`src/rtl/dcache_mem_xfer_if.sv`:
```
// ---------------------------------------------------------------------------
// dcache_mem_xfer_if
//   Bundle of every signal between the line-transfer engine and its two
//   neighbours: the cache controller (request side) and the memory port
//   (beat side).
//
//   Parameters
//     LINE_SIZE : cache line size in bytes
//     XLEN      : memory data / address width in bits
//
//   Modports
//     slave  : the transfer engine. It serves cache requests and drives
//              the memory beat bus.
//     master : the environment, i.e. the cache controller together with
//              the memory model. It issues requests and answers beats.
//
//   Signals
//     req_valid / req_ready : request handshake
//     req_wb, req_fill      : request carries a writeback and/or a fill
//     wb_addr, fill_addr    : victim / missed line addresses
//     wb_line               : victim line data, word k at [k*XLEN +: XLEN]
//     fill_line             : assembled fill data, same word packing
//     done                  : one-cycle completion pulse
//     mem_valid / mem_ready : beat handshake
//     mem_we                : 1 = write beat, 0 = read beat
//     mem_addr, mem_wdata   : beat byte address and write data
//     mem_rdata             : read data, valid on an accepted read beat
// ---------------------------------------------------------------------------
interface dcache_mem_xfer_if #(
  parameter int LINE_SIZE = 32,
  parameter int XLEN      = 32
);

  // Cache request side
  logic                   req_valid;
  logic                   req_ready;
  logic                   req_wb;
  logic                   req_fill;
  logic [XLEN-1:0]        wb_addr;
  logic [XLEN-1:0]        fill_addr;
  logic [LINE_SIZE*8-1:0] wb_line;
  logic [LINE_SIZE*8-1:0] fill_line;
  logic                   done;

  // Memory beat side
  logic                   mem_valid;
  logic                   mem_ready;
  logic                   mem_we;
  logic [XLEN-1:0]        mem_addr;
  logic [XLEN-1:0]        mem_wdata;
  logic [XLEN-1:0]        mem_rdata;

  modport slave (
    input  req_valid, req_wb, req_fill, wb_addr, fill_addr, wb_line,
    input  mem_ready, mem_rdata,
    output req_ready, fill_line, done,
    output mem_valid, mem_we, mem_addr, mem_wdata
  );

  modport master (
    output req_valid, req_wb, req_fill, wb_addr, fill_addr, wb_line,
    output mem_ready, mem_rdata,
    input  req_ready, fill_line, done,
    input  mem_valid, mem_we, mem_addr, mem_wdata
  );

endinterface

```
`src/rtl/dcache_mem_xfer.sv`:
```
// ---------------------------------------------------------------------------
// dcache_mem_xfer
//   Moves whole cache lines between the data cache and a word-wide memory
//   port. A single request may write back a dirty victim line, fill a
//   missed line, both (writeback first), or neither. Each line is moved as
//   BEATS consecutive word beats on a valid/ready memory bus; fill beats are
//   assembled into the fill_line register, which keeps its value until the
//   next fill overwrites it.
//
//   Parameters
//     LINE_SIZE : line size in bytes (default 32)
//     XLEN      : memory data and address width in bits (default 32)
//
//   Ports
//     clk   : clock, all state changes on the rising edge
//     reset : asynchronous, active-low reset (0 = in reset)
//     bus   : dcache_mem_xfer_if.slave, request and memory beat signals
//
//   Timing with mem_ready held high, request accepted on edge T:
//     no-op done at T+1, fill-only at T+1+BEATS, wb+fill at T+1+2*BEATS.
// ---------------------------------------------------------------------------
module dcache_mem_xfer #(
  parameter int LINE_SIZE = 32,
  parameter int XLEN      = 32
) (
  input  logic             clk,
  input  logic             reset,
  dcache_mem_xfer_if.slave bus
);

  localparam int BEATS     = LINE_SIZE / (XLEN / 8);
  localparam int OFS_SIZE  = $clog2(LINE_SIZE);
  localparam int BEAT_BITS = $clog2(BEATS);
  // Byte-within-word bits: the zero padding below the beat index.
  localparam int BYTE_BITS = $clog2(XLEN / 8);
  // Keep the counter at least one bit wide so a one-beat line still builds.
  localparam int CNT_W     = (BEAT_BITS > 0) ? BEAT_BITS : 1;
  localparam int TAG_W     = XLEN - OFS_SIZE;
  localparam int LINE_W    = LINE_SIZE * 8;

  localparam logic [CNT_W-1:0] LAST_BEAT = CNT_W'(BEATS - 1);

  typedef enum logic [1:0] {
    IDLE = 2'd0,
    WB   = 2'd1,
    FILL = 2'd2,
    DONE = 2'd3
  } state_e;

  // -------------------------------------------------------------------------
  // State
  // -------------------------------------------------------------------------
  state_e              state_q,     state_d;
  logic [CNT_W-1:0]    beat_q,      beat_d;
  // Only the line-number part of each address is kept; the offset bits of
  // the request are ignored and regenerated from the beat counter.
  logic [TAG_W-1:0]    wb_tag_q,    wb_tag_d;
  logic [TAG_W-1:0]    fill_tag_q,  fill_tag_d;
  logic [LINE_W-1:0]   wb_line_q,   wb_line_d;
  // Remembers whether a fill follows the writeback phase.
  logic                fill_pend_q, fill_pend_d;

  // -------------------------------------------------------------------------
  // Combinational outputs
  // -------------------------------------------------------------------------
  logic                req_ready;
  logic                done;
  logic                mem_valid;
  logic                mem_we;
  logic [XLEN-1:0]     mem_addr;
  logic [XLEN-1:0]     mem_wdata;
  // Write strobe into the fill line for the current beat.
  logic                fill_we;

  logic [XLEN-1:0]     beat_ofs;
  logic [XLEN-1:0]     wb_word [BEATS];
  logic [LINE_W-1:0]   fill_line_w;

  // Byte offset of the current beat within the line.
  assign beat_ofs = XLEN'(beat_q) << BYTE_BITS;

  genvar gi;

  // Victim line viewed as an array of words, indexed by the beat counter.
  generate
    for (gi = 0; gi < BEATS; gi++) begin : g_wb_word
      assign wb_word[gi] = wb_line_q[gi*XLEN +: XLEN];
    end
  endgenerate

  // Fill line storage: one register per word, each loaded only by the read
  // beat that carries its index. Words not yet rewritten by a fill keep
  // their previous contents.
  generate
    for (gi = 0; gi < BEATS; gi++) begin : g_fill_word
      logic [XLEN-1:0] word_q;

      always_ff @(posedge clk or negedge reset) begin
        if (!reset) begin
          word_q <= '0;
        end else if (fill_we && (beat_q == CNT_W'(gi))) begin
          word_q <= bus.mem_rdata;
        end
      end

      assign fill_line_w[gi*XLEN +: XLEN] = word_q;
    end
  endgenerate

  // -------------------------------------------------------------------------
  // Next-state and output logic
  // -------------------------------------------------------------------------
  always_comb begin
    state_d     = state_q;
    beat_d      = beat_q;
    wb_tag_d    = wb_tag_q;
    fill_tag_d  = fill_tag_q;
    wb_line_d   = wb_line_q;
    fill_pend_d = fill_pend_q;

    req_ready   = 1'b0;
    done        = 1'b0;
    mem_valid   = 1'b0;
    mem_we      = 1'b0;
    mem_addr    = '0;
    mem_wdata   = '0;
    fill_we     = 1'b0;

    unique case (state_q)
      IDLE: begin
        req_ready = 1'b1;
        if (bus.req_valid) begin
          // Everything the transfer needs is captured here so that the
          // cache may change its request lines freely afterwards.
          wb_tag_d    = bus.wb_addr[XLEN-1:OFS_SIZE];
          fill_tag_d  = bus.fill_addr[XLEN-1:OFS_SIZE];
          wb_line_d   = bus.wb_line;
          fill_pend_d = bus.req_fill;
          beat_d      = '0;
          if (bus.req_wb) begin
            state_d = WB;
          end else if (bus.req_fill) begin
            state_d = FILL;
          end else begin
            state_d = DONE;
          end
        end
      end

      WB: begin
        mem_valid = 1'b1;
        mem_we    = 1'b1;
        mem_addr  = {wb_tag_q, {OFS_SIZE{1'b0}}} | beat_ofs;
        mem_wdata = wb_word[beat_q];
        // Address and data come straight from registers, so they hold
        // unchanged for as long as memory stalls the beat.
        if (bus.mem_ready) begin
          if (beat_q == LAST_BEAT) begin
            beat_d  = '0;
            state_d = fill_pend_q ? FILL : DONE;
          end else begin
            beat_d = beat_q + 1'b1;
          end
        end
      end

      FILL: begin
        mem_valid = 1'b1;
        mem_addr  = {fill_tag_q, {OFS_SIZE{1'b0}}} | beat_ofs;
        if (bus.mem_ready) begin
          fill_we = 1'b1;
          if (beat_q == LAST_BEAT) begin
            beat_d  = '0;
            state_d = DONE;
          end else begin
            beat_d = beat_q + 1'b1;
          end
        end
      end

      DONE: begin
        done    = 1'b1;
        state_d = IDLE;
      end

      default: begin
        state_d = IDLE;
      end
    endcase
  end

  // -------------------------------------------------------------------------
  // State register
  // -------------------------------------------------------------------------
  always_ff @(posedge clk or negedge reset) begin
    if (!reset) begin
      state_q     <= IDLE;
      beat_q      <= '0;
      wb_tag_q    <= '0;
      fill_tag_q  <= '0;
      wb_line_q   <= '0;
      fill_pend_q <= 1'b0;
    end else begin
      state_q     <= state_d;
      beat_q      <= beat_d;
      wb_tag_q    <= wb_tag_d;
      fill_tag_q  <= fill_tag_d;
      wb_line_q   <= wb_line_d;
      fill_pend_q <= fill_pend_d;
    end
  end

  // -------------------------------------------------------------------------
  // Drive the bus
  // -------------------------------------------------------------------------
  assign bus.req_ready = req_ready;
  assign bus.done      = done;
  assign bus.mem_valid = mem_valid;
  assign bus.mem_we    = mem_we;
  assign bus.mem_addr  = mem_addr;
  assign bus.mem_wdata = mem_wdata;
  assign bus.fill_line = fill_line_w;

endmodule

```
`src/flat_wrapper.sv`:
```
// flat-port wrapper written by rule: the top's interface ports become plain ports
module dcache_mem_xfer_flat 
#(
  parameter int LINE_SIZE = 32,
  parameter int XLEN      = 32
)
  (clk, reset, bus_req_valid, bus_req_wb, bus_req_fill, bus_wb_addr, bus_fill_addr, bus_wb_line, bus_mem_ready, bus_mem_rdata, bus_req_ready, bus_fill_line, bus_done, bus_mem_valid, bus_mem_we, bus_mem_addr, bus_mem_wdata);
  dcache_mem_xfer_if #(.LINE_SIZE(LINE_SIZE), .XLEN(XLEN)) bus_i ();
  input  logic clk;
  input  logic reset;
  input wire logic [$bits(bus_i.req_valid)-1:0] bus_req_valid;
  input wire logic [$bits(bus_i.req_wb)-1:0] bus_req_wb;
  input wire logic [$bits(bus_i.req_fill)-1:0] bus_req_fill;
  input wire logic [$bits(bus_i.wb_addr)-1:0] bus_wb_addr;
  input wire logic [$bits(bus_i.fill_addr)-1:0] bus_fill_addr;
  input wire logic [$bits(bus_i.wb_line)-1:0] bus_wb_line;
  input wire logic [$bits(bus_i.mem_ready)-1:0] bus_mem_ready;
  input wire logic [$bits(bus_i.mem_rdata)-1:0] bus_mem_rdata;
  output wire logic [$bits(bus_i.req_ready)-1:0] bus_req_ready;
  output wire logic [$bits(bus_i.fill_line)-1:0] bus_fill_line;
  output wire logic [$bits(bus_i.done)-1:0] bus_done;
  output wire logic [$bits(bus_i.mem_valid)-1:0] bus_mem_valid;
  output wire logic [$bits(bus_i.mem_we)-1:0] bus_mem_we;
  output wire logic [$bits(bus_i.mem_addr)-1:0] bus_mem_addr;
  output wire logic [$bits(bus_i.mem_wdata)-1:0] bus_mem_wdata;
  assign bus_i.req_valid = bus_req_valid;
  assign bus_i.req_wb = bus_req_wb;
  assign bus_i.req_fill = bus_req_fill;
  assign bus_i.wb_addr = bus_wb_addr;
  assign bus_i.fill_addr = bus_fill_addr;
  assign bus_i.wb_line = bus_wb_line;
  assign bus_i.mem_ready = bus_mem_ready;
  assign bus_i.mem_rdata = bus_mem_rdata;
  assign bus_req_ready = bus_i.req_ready;
  assign bus_fill_line = bus_i.fill_line;
  assign bus_done = bus_i.done;
  assign bus_mem_valid = bus_i.mem_valid;
  assign bus_mem_we = bus_i.mem_we;
  assign bus_mem_addr = bus_i.mem_addr;
  assign bus_mem_wdata = bus_i.mem_wdata;
  dcache_mem_xfer #(.LINE_SIZE(LINE_SIZE), .XLEN(XLEN)) u_core (.clk(clk), .reset(reset), .bus(bus_i));
endmodule
```
`config.mk`:
```
export PLATFORM = sky130hd
export DESIGN_NAME = dcache_mem_xfer_flat
export DESIGN_NICKNAME = d
export VERILOG_FILES = /design/src/rtl/dcache_mem_xfer_if.sv /design/src/rtl/dcache_mem_xfer.sv /design/src/flat_wrapper.sv
export SDC_FILE = /design/constraint.sdc
export NUM_CORES = 1
export LEC_CHECK = 0
export BUFFER_PORTS_ARGS = -buffer_cell sky130_fd_sc_hd__buf_4
export CORE_AREA = 2 2 265 267
export CTS_BUF_LIST = sky130_fd_sc_hd__clkbuf_4 sky130_fd_sc_hd__clkbuf_8 sky130_fd_sc_hd__clkbuf_16
export DETAILED_ROUTE_END_ITERATION = 6
export DIE_AREA = 0 0 267 269
export HOLD_SLACK_MARGIN = 0.03
export SKIP_LAST_GASP = 1
export SYNTH_ARGS = -nofsm -noshare
export SYNTH_HDL_FRONTEND = slang
export SYNTH_SLANG_ARGS = --single-unit
```
`constraint.sdc`:
```
create_clock -name clk -period 5.2 [get_ports clk]
set_clock_uncertainty 0.05 [all_clocks]
set_input_delay 0.78 -clock clk [delete_from_list [all_inputs] [get_ports clk]]
set_output_delay 0.78 -clock clk [all_outputs]
set_load 0.005 [all_outputs]
```
# Word-level counts from Yosys, hierarchy flattened
# Cells that the tools add are included.
[word_totals] regBits=572 latch_bits=0 ram_bits=0 romBits=0 in_bits=358 out_inout_bits=324 memories=0
[classes] n_addsub=1 multipliers=0 n_div=0 magnitude_cmp=1 n_eq_ne=16 n_shift=0 n_mux=24 bitwise=3 reduce_logical=15
[op_table] operator="$bmux W32 S3" count=1
[op_table] operator="$mux W32" count=3
[op_table] operator="$or A32 B5 Y32" count=2
[op_table] operator="$pmux W32 S2" count=1
[op_table] operator="$eq A3 B3 Y1 const B" count=4
[op_table] operator="$mux W2" count=6
[op_table] operator="$mux W3" count=3
[op_table] operator="$logic_and A1 B1 Y1" count=8
[op_table] operator="$mux W1" count=8
[op_table] operator="$pmux W2 S4" count=1
[op_table] operator="$eq A3 B2 Y1 const B" count=2
[op_table] operator="$ne A2 B1 Y1 const B" count=3
[op_table] operator="$ne A2 B2 Y1 const B" count=3
[op_table] operator="$pmux W3 S2" count=1
[op_table] operator="$reduce_and A5 Y1" count=1
[op_table] operator="$eq A2 B2 Y1 const B" count=2
[op_table] operator="$ge A4 B4 Y1 const B" count=1
[op_table] operator="$not A3 Y4" count=1
[op_table] operator="$add A3 B1 Y3 const B" count=1
[op_table] operator="$eq A3 B1 Y1 const B" count=1
[op_table] operator="$logic_not A3 Y1" count=1
[op_table] operator="$reduce_and A3 Y1" count=1
[op_table] operator="$eq A2 B1 Y1 const B" count=1
[op_table] operator="$logic_not A2 Y1" count=1
[op_table] operator="other kinds (3)" count=3

# Longest topological paths before layout
# Gate-level depths: netlist (run 1).
[logic_depth] word_depth=5 depth_mapped=7

# Least setup slack after synthesis (run 1)
# No wires, ideal clock.
[synth_path] path_kind="register to output" start="register u_core.state_q[0]" end="output bus_mem_addr[23]" arrival_time_ns=1.541 t_required_ns=4.370 slack_ns=2.829 path_stages_with_launch=7 path_buffers=2 path_cell_list="dfrtp_1 inv_1 ha_1 clkbuf_1 buf_1 a22oi_1 nor2b_1"
[synth_between] elab_chain_cells=2
[synth_rtl] element="start: declaration" line="dcache_mem_xfer.sv:53" source="state_e state_q, state_d;"
[synth_rtl] element="start signal: assignment" line="dcache_mem_xfer.sv:204" source="state_q <= state_d;"
[synth_rtl] element="$eq A2 B2 Y1 or $eq A2 B1 Y1 (tied branches)" line="dcache_mem_xfer.sv:129" source="unique case (state_q)"
[synth_rtl] element="$pmux W32 S2 *" line="dcache_mem_xfer.sv:129"
[synth_rtl] element="end: declaration" line="flat_wrapper.sv:24" source="output wire logic [$bits(bus_i.mem_addr)-1:0] bus_mem_addr;"
# Every way passes the cells marked *; elsewhere a longest branch is shown, timed or not.

# Final worst setup path (run 1)
[layout_path] start="register u_core.beat_q[2]" end="output bus_mem_wdata[31]"
[layout_between] elab_chain_cells=5
[layout_rtl] element="start: declaration" line="dcache_mem_xfer.sv:54" source="logic [CNT_W-1:0] beat_q, beat_d;"
[layout_rtl] element="start signal: assignment" line="dcache_mem_xfer.sv:205" source="beat_q <= beat_d;"
[layout_rtl] element="$not A3 Y4 (not written as such)" line="dcache_mem_xfer.sv:154" source="mem_wdata = wb_word[beat_q];"
[layout_rtl] element="$bmux W32 S3" line="dcache_mem_xfer.sv:154"
[layout_rtl] element="$mux W32 (not written as such) (2 in series)" line="dcache_mem_xfer.sv:154"
[layout_rtl] element="$mux W32" line="dcache_mem_xfer.sv:129"
[layout_rtl] element="end: declaration" line="flat_wrapper.sv:25" source="output wire logic [$bits(bus_i.mem_wdata)-1:0] bus_mem_wdata;"
# No other way between the ends. The select of a mux whose other input is x is not followed.

==> results by group, run 1 <==
Synth
  • Mapped cell area: 23900 sq um
  • YS warnings: 0
  • Yosys reg bits: approximately 570
  • Area contributors post-synth: dfrtp_1, mux2_2, mux4_2
  • Gate Count Post-Synth: 1501
  • Post-synth cell types: 32
  • Syn Area/Cell: roughly 16 sq um
  • Seq/Total Area, Yosys: about 60%
  • Top-area cell type share of the netlist area: 59.9%
  • Cell taking the most area after synthesis: dfrtp_1

STA
  • Final Max Slew Viols: 0
  • Hold Violations, Final: 0
  • Period minus WS final: roughly 3800 ps
  • Setup violators final: 0
  • RSZ-0062 raised after global routing: no
  • Peak Freq: ~260 MHz
  • Final hold slack: 190 ps
  • Setup ws final: around 1400 ps
  • Setup TNS: 0 ps
  • Worst slew pin tran: between 1000 and 1500 ps
  • Relative max-transition margin: 25.1%
  • Period utilization: 73.0%

Setup path
  • Critical path's slowest cell: dfrtp_4
  • CP Capture Type: output pin
  • CP Cell Sequence: mux4_2, nand2_1, a21boi_0, buf_4
  • Startpoint types: register
  • Critical path class: register to output pin
  • Crit path required time: about 4400 ps
  • Largest stage delay on the critical path: between 900 and 1000 ps
  • Worst-path maximum fanout: 52
  • Critical Path AT: just under 3000 ps

Clock tree
  • CTS Sinks: about 570
  • Clock Latency Late Sink: between 500 and 600 ps
  • Htree depth: 3
  • TritonCTS clock tree: built
  • Clock transition at path regs: around 60 ps
  • Clock Path Buffers: 3
  • Post-CTS setup buffers: 0
  • Clk root buf: clkbuf_16
  • TritonCTS Buffers: 66
  • Hold buffer count at CTS: 0
  • Post-CTS sizing: 0

Pwr
  • Sw frac: a little under a third
  • Max IR drop VDD: 0.318 mV
  • PwrDens: ~600 nW/um^2
  • Logic pwr share: a little over a third
  • Clock power frac: around a quarter
  • Total power: 19.4 mW
  • Psw: approximately 6 mW
  • Power share of the sequential group: roughly 40%
  • Pint: roughly 14 mW
  • Leakage power: about 15 nW

Place
  • Placed insts: between 3000 and 4000
  • GPL Wtd Cong: between 0.8 and 0.9
  • Dpl hpwl: a little over 50000 microns
  • Area of placed instances: 29900 sq um
  • DP Worst Slack: 1990 ps
  • Port Buf Inserts: about 670

Layout
  • End-of-flow core utilization: between 40 and 50%
  • Final instance area: ~32000 sq um
  • Layout area overhead: 34.4%
  • Fraction of layout cells with a size suffix above 1: roughly 65%
  • Nets: around 2500
  • FILL cells: between 6000 and 7000
  • Area occupied by multi-input gates: between 9000 and 10000 sq um
  • Layout Cells excl Fill: 3156
  • Reg area: roughly 14000 sq um

Global routing
  • Largest net degree at the start of global routing: 119
  • First-pass GRT wire length: 106000 microns
  • Vias in the first global route: about 16000
  • All-Layer GR Usage: 19.7%
  • GR Overflow Total: 0
  • Initial antenna violation count: 11

Floorplan
  • Starting Density: between 30 and 40%
  • Die area: about 70000 sq um
  • # rows: 97
  • Die X: 267 microns
  • Core footprint: 69300 sq um
  • Die height: 269 microns
  • Ports: 682

Routing
  • DR pass1 iterations: 5
  • DRC: 0
  • Initial drt markers: ~600
  • Routed wire per std cell: 22.9 microns
  • Remaining antenna violation count: 0
  • WL final: between 70000 and 80000 microns
  • Via count: approximately 15000
  • Mean number of vias per cell: around 4.9

Min path
  • Hold WC Path Type: input pin to async pin

Status
  • Status: finished, final reports clean

Job
  • Max-Cap Viols: 0
==> cell families (layout without fill, tap and decap cells) <==
logic type / after synthesis / in the layout / synth area share, %
adder cells (fa/ha/maj): 13 / 13 / 0.680
buffers and inverters: 104 / 815 / 2.21
other: 1 / 5 / 0.0157
flip-flops: 572 / 572 / 59.9
multiplexers: 636 / 636 / 32.9
AO/OA/AOI/OAI: 65 / 65 / 2.07
AND/OR/NAND/NOR: 110 / 110 / 2.21
==> synthesized netlist by cell type, drive strengths merged <==
cell	instances
a21boi	32
a221o	1
a221oi	1
a22oi	27
and2b	1
and3	2
buf	77
clkbuf	19
clkinv	1
conb	1
dfrtp	572
ha	13
inv	7
mux2	567
mux2i	5
mux4	64
nand2	66
nand2b	1
nand3	6
nand3b	1
nand4	4
nor2b	28
o211a	1
o21ai	1
o21ba	1
o31ai	1
or2	1
==> layer usage <==
metal	vias to the layer above	GRT usage [%]	wire (microns)
met5	-	0	138
met4	20	6.54	1810
met3	104	8.40	7320
met2	523	33.2	35600
met1	7947	22.6	27600
li1	6777	-	-
==> cells in the final DEF (no fill, tap or decap), types with 3 or more instances in the layout <==
| cell | instances |
|---|---|
| a21boi_0 | 32 |
| a22oi_1 | 27 |
| buf_12 | 8 |
| buf_4 | 686 |
| bufinv_16 | 4 |
| clkbuf_16 | 66 |
| clkbuf_4 | 11 |
| clkbuf_8 | 10 |
| clkinv_2 | 11 |
| dfrtp_1 | 569 |
| diode_2 | 3 |
| ha_1 | 12 |
| inv_1 | 7 |
| mux2_1 | 5 |
| mux2_2 | 562 |
| mux2i_1 | 5 |
| mux4_2 | 64 |
| nand2_1 | 65 |
| nand3_2 | 4 |
| nand4_1 | 4 |
| nor2b_1 | 28 |
==> worst max-delay path: cells and delay by family, from the launching register on <==
family / cells / cell delay, ps
buffers and inverters: 1 / 240
AND/OR/NAND/NOR: 1 / 50
flip-flops: 1 / 960
multiplexers: 1 / 340
AO/OA/AOI/OAI: 1 / 710
==> state kept, by name, summed over array words and instances (netlist names) <==
name / cells
u_core.beat_q: 3
u_core.fill_pend_q: 1
u_core.fill_tag_q: 27
u_core.g_fill_word.word_q: 256
u_core.state_q: 2
u_core.wb_line_q: 256
u_core.wb_tag_q: 27
==> final timing paths <==
check,startpoint,endpoint,slack [ps],cells past startpoint
worst max-delay path,u_core.beat_q[2],bus_mem_wdata[31],1410,4
worst min-delay path,reset,u_core.g_fill_word[7].word_q[22],190,1
worst max register to register,u_core.state_q[0],u_core.wb_line_q[6],2470,5
worst min register to register,u_core.g_fill_word[2].word_q[24],u_core.g_fill_word[2].word_q[24],440,1
max in group asynchronous,reset,u_core.beat_q[1],3610,2
min in group clk,bus_wb_line[36],u_core.wb_line_q[36],360,2
==> layout make-up <==
cell class / instances / area share [%]
inverters: 8 / 0.0934
clock inverters: 25 / 0.993
well taps: 940 / 3.66
clock buffers: 87 / 5.82
flip-flops and latches: 572 / 44.6
diodes: 3 / 0.0234
repair buffers: 695 / 16.6
multi-input cells: 826 / 28.3
==> power by group through the flow <==
stage | clock, mW | combinational, mW | sequential [mW]
final | 4.68 | 6.98 | 7.72
after CTS | 4.80 | 7.10 | 7.73
after global placement | 0 | 6.94 | 7.68
after floorplan | 0 | 4.08 | 7.39
after global routing | 5.00 | 7.53 | 7.97
after detailed placement | 0 | 7.08 | 7.80
(Power assumes the default switching activity.)
==> run 2: changes to the inputs <==
--- a/config.mk
+++ b/config.mk
@@ -6,10 +6,10 @@
 export NUM_CORES = 1
 export LEC_CHECK = 0
 export BUFFER_PORTS_ARGS = -buffer_cell sky130_fd_sc_hd__buf_4
-export CORE_AREA = 2 2 265 267
+export CORE_AREA = 2 2 267 269
 export CTS_BUF_LIST = sky130_fd_sc_hd__clkbuf_4 sky130_fd_sc_hd__clkbuf_8 sky130_fd_sc_hd__clkbuf_16
 export DETAILED_ROUTE_END_ITERATION = 6
-export DIE_AREA = 0 0 267 269
+export DIE_AREA = 0 0 269 271
 export HOLD_SLACK_MARGIN = 0.03
 export SKIP_LAST_GASP = 1
 export SYNTH_ARGS = -nofsm -noshare
==> constraint.sdc (replaced) <==
create_clock -name clk -period 3.8 [get_ports clk]
set_clock_uncertainty 0.05 [all_clocks]
set_input_delay 0.57 -clock clk [delete_from_list [all_inputs] [get_ports clk]]
set_output_delay 0.57 -clock clk [all_outputs]
set_load 0.005 [all_outputs]
==> run 2 against run 1 <==
Cell count rose by 0.67%; die area grew 1.5%; hold slack worse by 44 ps; total power rose by 38%; setup slack got worse by 1100 ps; sequential share of layout area is 0.40 points lower; wire length fell by 1.2%; design area grew 0.92%; critical path depth rose by 1.
==> results by group, run 2 (synthesis results as in run 1) <==
Setup path
  • Critical path class: register to output pin (unchanged)
  • R2R cell count: 5 (unchanged)
  • Crit path required time: 3180 ps (was 4370 ps)
  • Reg-to-reg setup timing slack: 1050 ps (was 2470 ps)
  • Startpoint types: register (unchanged)
  • CP Capture Type: output pin (unchanged)
  • Worst-path maximum fanout: 32 (was 52)
  • Critical path's slowest cell: a21boi_0 (was dfrtp_4)
  • Crit path to: bus_mem_wdata[0] (was bus_mem_wdata[31])
  • CP Launch Point: u_core.beat_q[1] (was u_core.beat_q[2])
  • CP Cell Sequence: buf_12, mux4_2, nand2_1, a21boi_0, buf_4 (was mux4_2, nand2_1, a21boi_0, buf_4)
  • Critical Path AT: 2910 ps (was 2960 ps)
  • Largest stage delay on the critical path: 720 ps (was 960 ps)
  • RR Endpoint: u_core.g_fill_word[3].word_q[4] (was u_core.wb_line_q[6])
  • Worst reg2reg path startpoint: u_core.beat_q[1] (was u_core.state_q[0])

Global routing
  • Vias in the first global route: 16800 (was 16300)
  • GR Overflow Total: 0 (unchanged)
  • Initial antenna violation count: 13 (was 11)
  • Largest net degree at the start of global routing: 95 (was 119)
  • All-Layer GR Usage: 19.3% (was 19.7%)
  • First-pass GRT wire length: 106000 microns (about the same)

Floorplan
  • Starting Density: 34.3% (was 34.5%)
  • # rows: 97 (unchanged)
  • Core footprint: 69800 sq um (was 69300 sq um)
  • Die height: 271 microns (was 269 microns)
  • Die area: 72900 sq um (was 71800 sq um)
  • Die X: 269 microns (was 267 microns)
  • Ports: 682 (unchanged)

STA
  • Hold Violations, Final: 0 (unchanged)
  • RSZ-0062 raised after global routing: no (unchanged)
  • Peak Freq: roughly 280 MHz
  • Period minus WS final: between 3000 and 4000 ps
  • Setup violators final: 0 (unchanged)
  • Period utilization: between 90 and 100%
  • Final Max Slew Viols: 0 (unchanged)
  • Relative max-transition margin: 24.1% (was 25.1%)
  • Setup TNS: 0 ps (unchanged)
  • Worst slew pin tran: 1140 ps (was 1120 ps)

Routing
  • DR pass1 iterations: 4 (was 5)
  • Remaining antenna violation count: 0 (unchanged)
  • Mean number of vias per cell: 4.85 (was 4.87)
  • Via count: 15400 (about the same)
  • DRC: 0 (unchanged)
  • Routed wire per std cell: 22.5 microns (was 22.9 microns)
  • WL final: 71600 microns (was 72400 microns)
  • Initial drt markers: 700 (was 596)

Place
  • GPL Wtd Cong: 0.820 (was 0.819)
  • Port Buf Inserts: 669 (unchanged)
  • Dpl hpwl: 51400 microns (was 51900 microns)

Clock tree
  • CTS Sinks: 572 (unchanged)
  • Clock transition at path regs: 60 ps (about the same)
  • Clock Latency Late Sink: 600 ps (was 590 ps)
  • TritonCTS Buffers: 66 (unchanged)
  • Clock Path Buffers: 3 (unchanged)
  • Clk root buf: clkbuf_16 (unchanged)
  • Post-CTS setup buffers: 0 (unchanged)
  • Htree depth: 3 (unchanged)
  • TritonCTS clock tree: built (unchanged)

Job
  • Max-Cap Viols: 0 (unchanged)

Pwr
  • PwrDens: 822 nW/um^2 (was 603 nW/um^2)
  • Clock power frac: 24.6% (was 24.1%)
  • Pint: 18.7 mW (was 13.5 mW)
  • Psw: 7.95 mW (was 5.83 mW)
  • Max IR drop VDD: 0.444 mV (was 0.318 mV)
  • Logic pwr share: 35.9% (was 36.0%)
  • Leakage power: 15.4 nW (was 15.3 nW)
  • Total power: 26.7 mW (was 19.4 mW)
  • Power share of the sequential group: 39.5% (was 39.8%)
  • Sw frac: 29.8% (was 30.1%)

Layout
  • Nets: 2556 (was 2540)
  • Biggest regs: u_core.g_fill_word.word_q: 256 flops, u_core.wb_line_q: 256 flops (unchanged)
  • Fraction of layout cells with a size suffix above 1: 65.5% (was 65.3%)
  • Layout area overhead: 35.7% (was 34.4%)
  • Commonest non-fill, non-tap cell in the layout: buf_4 (unchanged)
  • Commonest non-fill, non-tap cells in the layout: buf_4, dfrtp_1, mux2_2 (unchanged)

Min path
  • Hold WC Path Type: input pin to register (was input pin to async pin)

Status
  • Status: finished, final reports clean (unchanged)
==> run 2: power groups by stage <==
stage / combinational [mW] / clock [mW] / sequential (mW)
floorplan: 5.58 / 0 / 10.1
global placement: 9.51 / 0 / 10.5
detailed placement: 9.71 / 0 / 10.6
CTS: 9.74 / 6.72 / 10.5
global route: 10.4 / 6.98 / 10.9
finish: 9.57 / 6.55 / 10.5
==> run 2: layout make-up <==
class / count / area [sq um]
multi-input combinational: 826 / 9090
timing repair buffer: 711 / 5540
inverter: 8 / 30.0
fill: 6157 / 37400
antenna: 4 / 10.0
clock buffer: 96 / 1980
sequential: 572 / 14300
clock inverter: 20 / 297
tap: 940 / 1180
==> run 2: worst min-delay path by stage <==
stage | from | end | slack (ps) | depth (start not counted)
floorplan | reset | u_core.beat_q[0] | 220 | 0
detailed placement | u_core.g_fill_word[0].word_q[8] | u_core.g_fill_word[0].word_q[8] | 430 | 1
finish | bus_wb_line[139] | u_core.wb_line_q[139] | 150 | 2
CTS | bus_wb_line[139] | u_core.wb_line_q[139] | 100 | 2
global placement | u_core.g_fill_word[2].word_q[16] | u_core.g_fill_word[2].word_q[16] | 430 | 1
global route | bus_wb_addr[28] | u_core.wb_tag_q[23] | 120 | 2
==> run 2: per-layer routing <==
metal / part of all wire, % / global-route usage, % / up-vias
met5: 0.15 / 0 / -
met4: 3.0 / 7.08 / 18
met3: 9.4 / 7.12 / 128
met2: 48 / 31.9 / 516
met1: 39 / 22.9 / 7956
li1: - / - / 6791
==> run 2: timing repair <==
| item | CTS | global route |
|---|---|---|
| hold buffers | 1 | 0 |
| gates resized for setup | 0 | 0 |
| endpoints found under the hold margin | 53 | 0 |
==> run 2: worst max-delay path, delay by kind of cell, from the launching register on <==
| family | cells | cell delay, ps |
|---|---|---|
| AOI/OAI and AO/OA | 1 | 720 |
| buffers and inverters | 2 | 560 |
| DFF | 1 | 660 |
| muxes | 1 | 270 |
| and+or+nand+nor | 1 | 50 |
==> run 2: through the flow <==
step / instance area [sq um] / utilization [%] / setup WS [ps] / cells / hold slack, ps
finish: 32400 / 46.5 / 274 / 3177 / 147
CTS: 32400 / 46.5 / 207 / 3173 / 98.8
global route: 32400 / 46.5 / 162 / 3176 / 117
global placement: 30100 / 43.2 / 849 / 3056 / 427
detailed placement: 30100 / 43.2 / 884 / 3056 / 434
floorplan: 23900 / - / 1640 / 1502 / 224
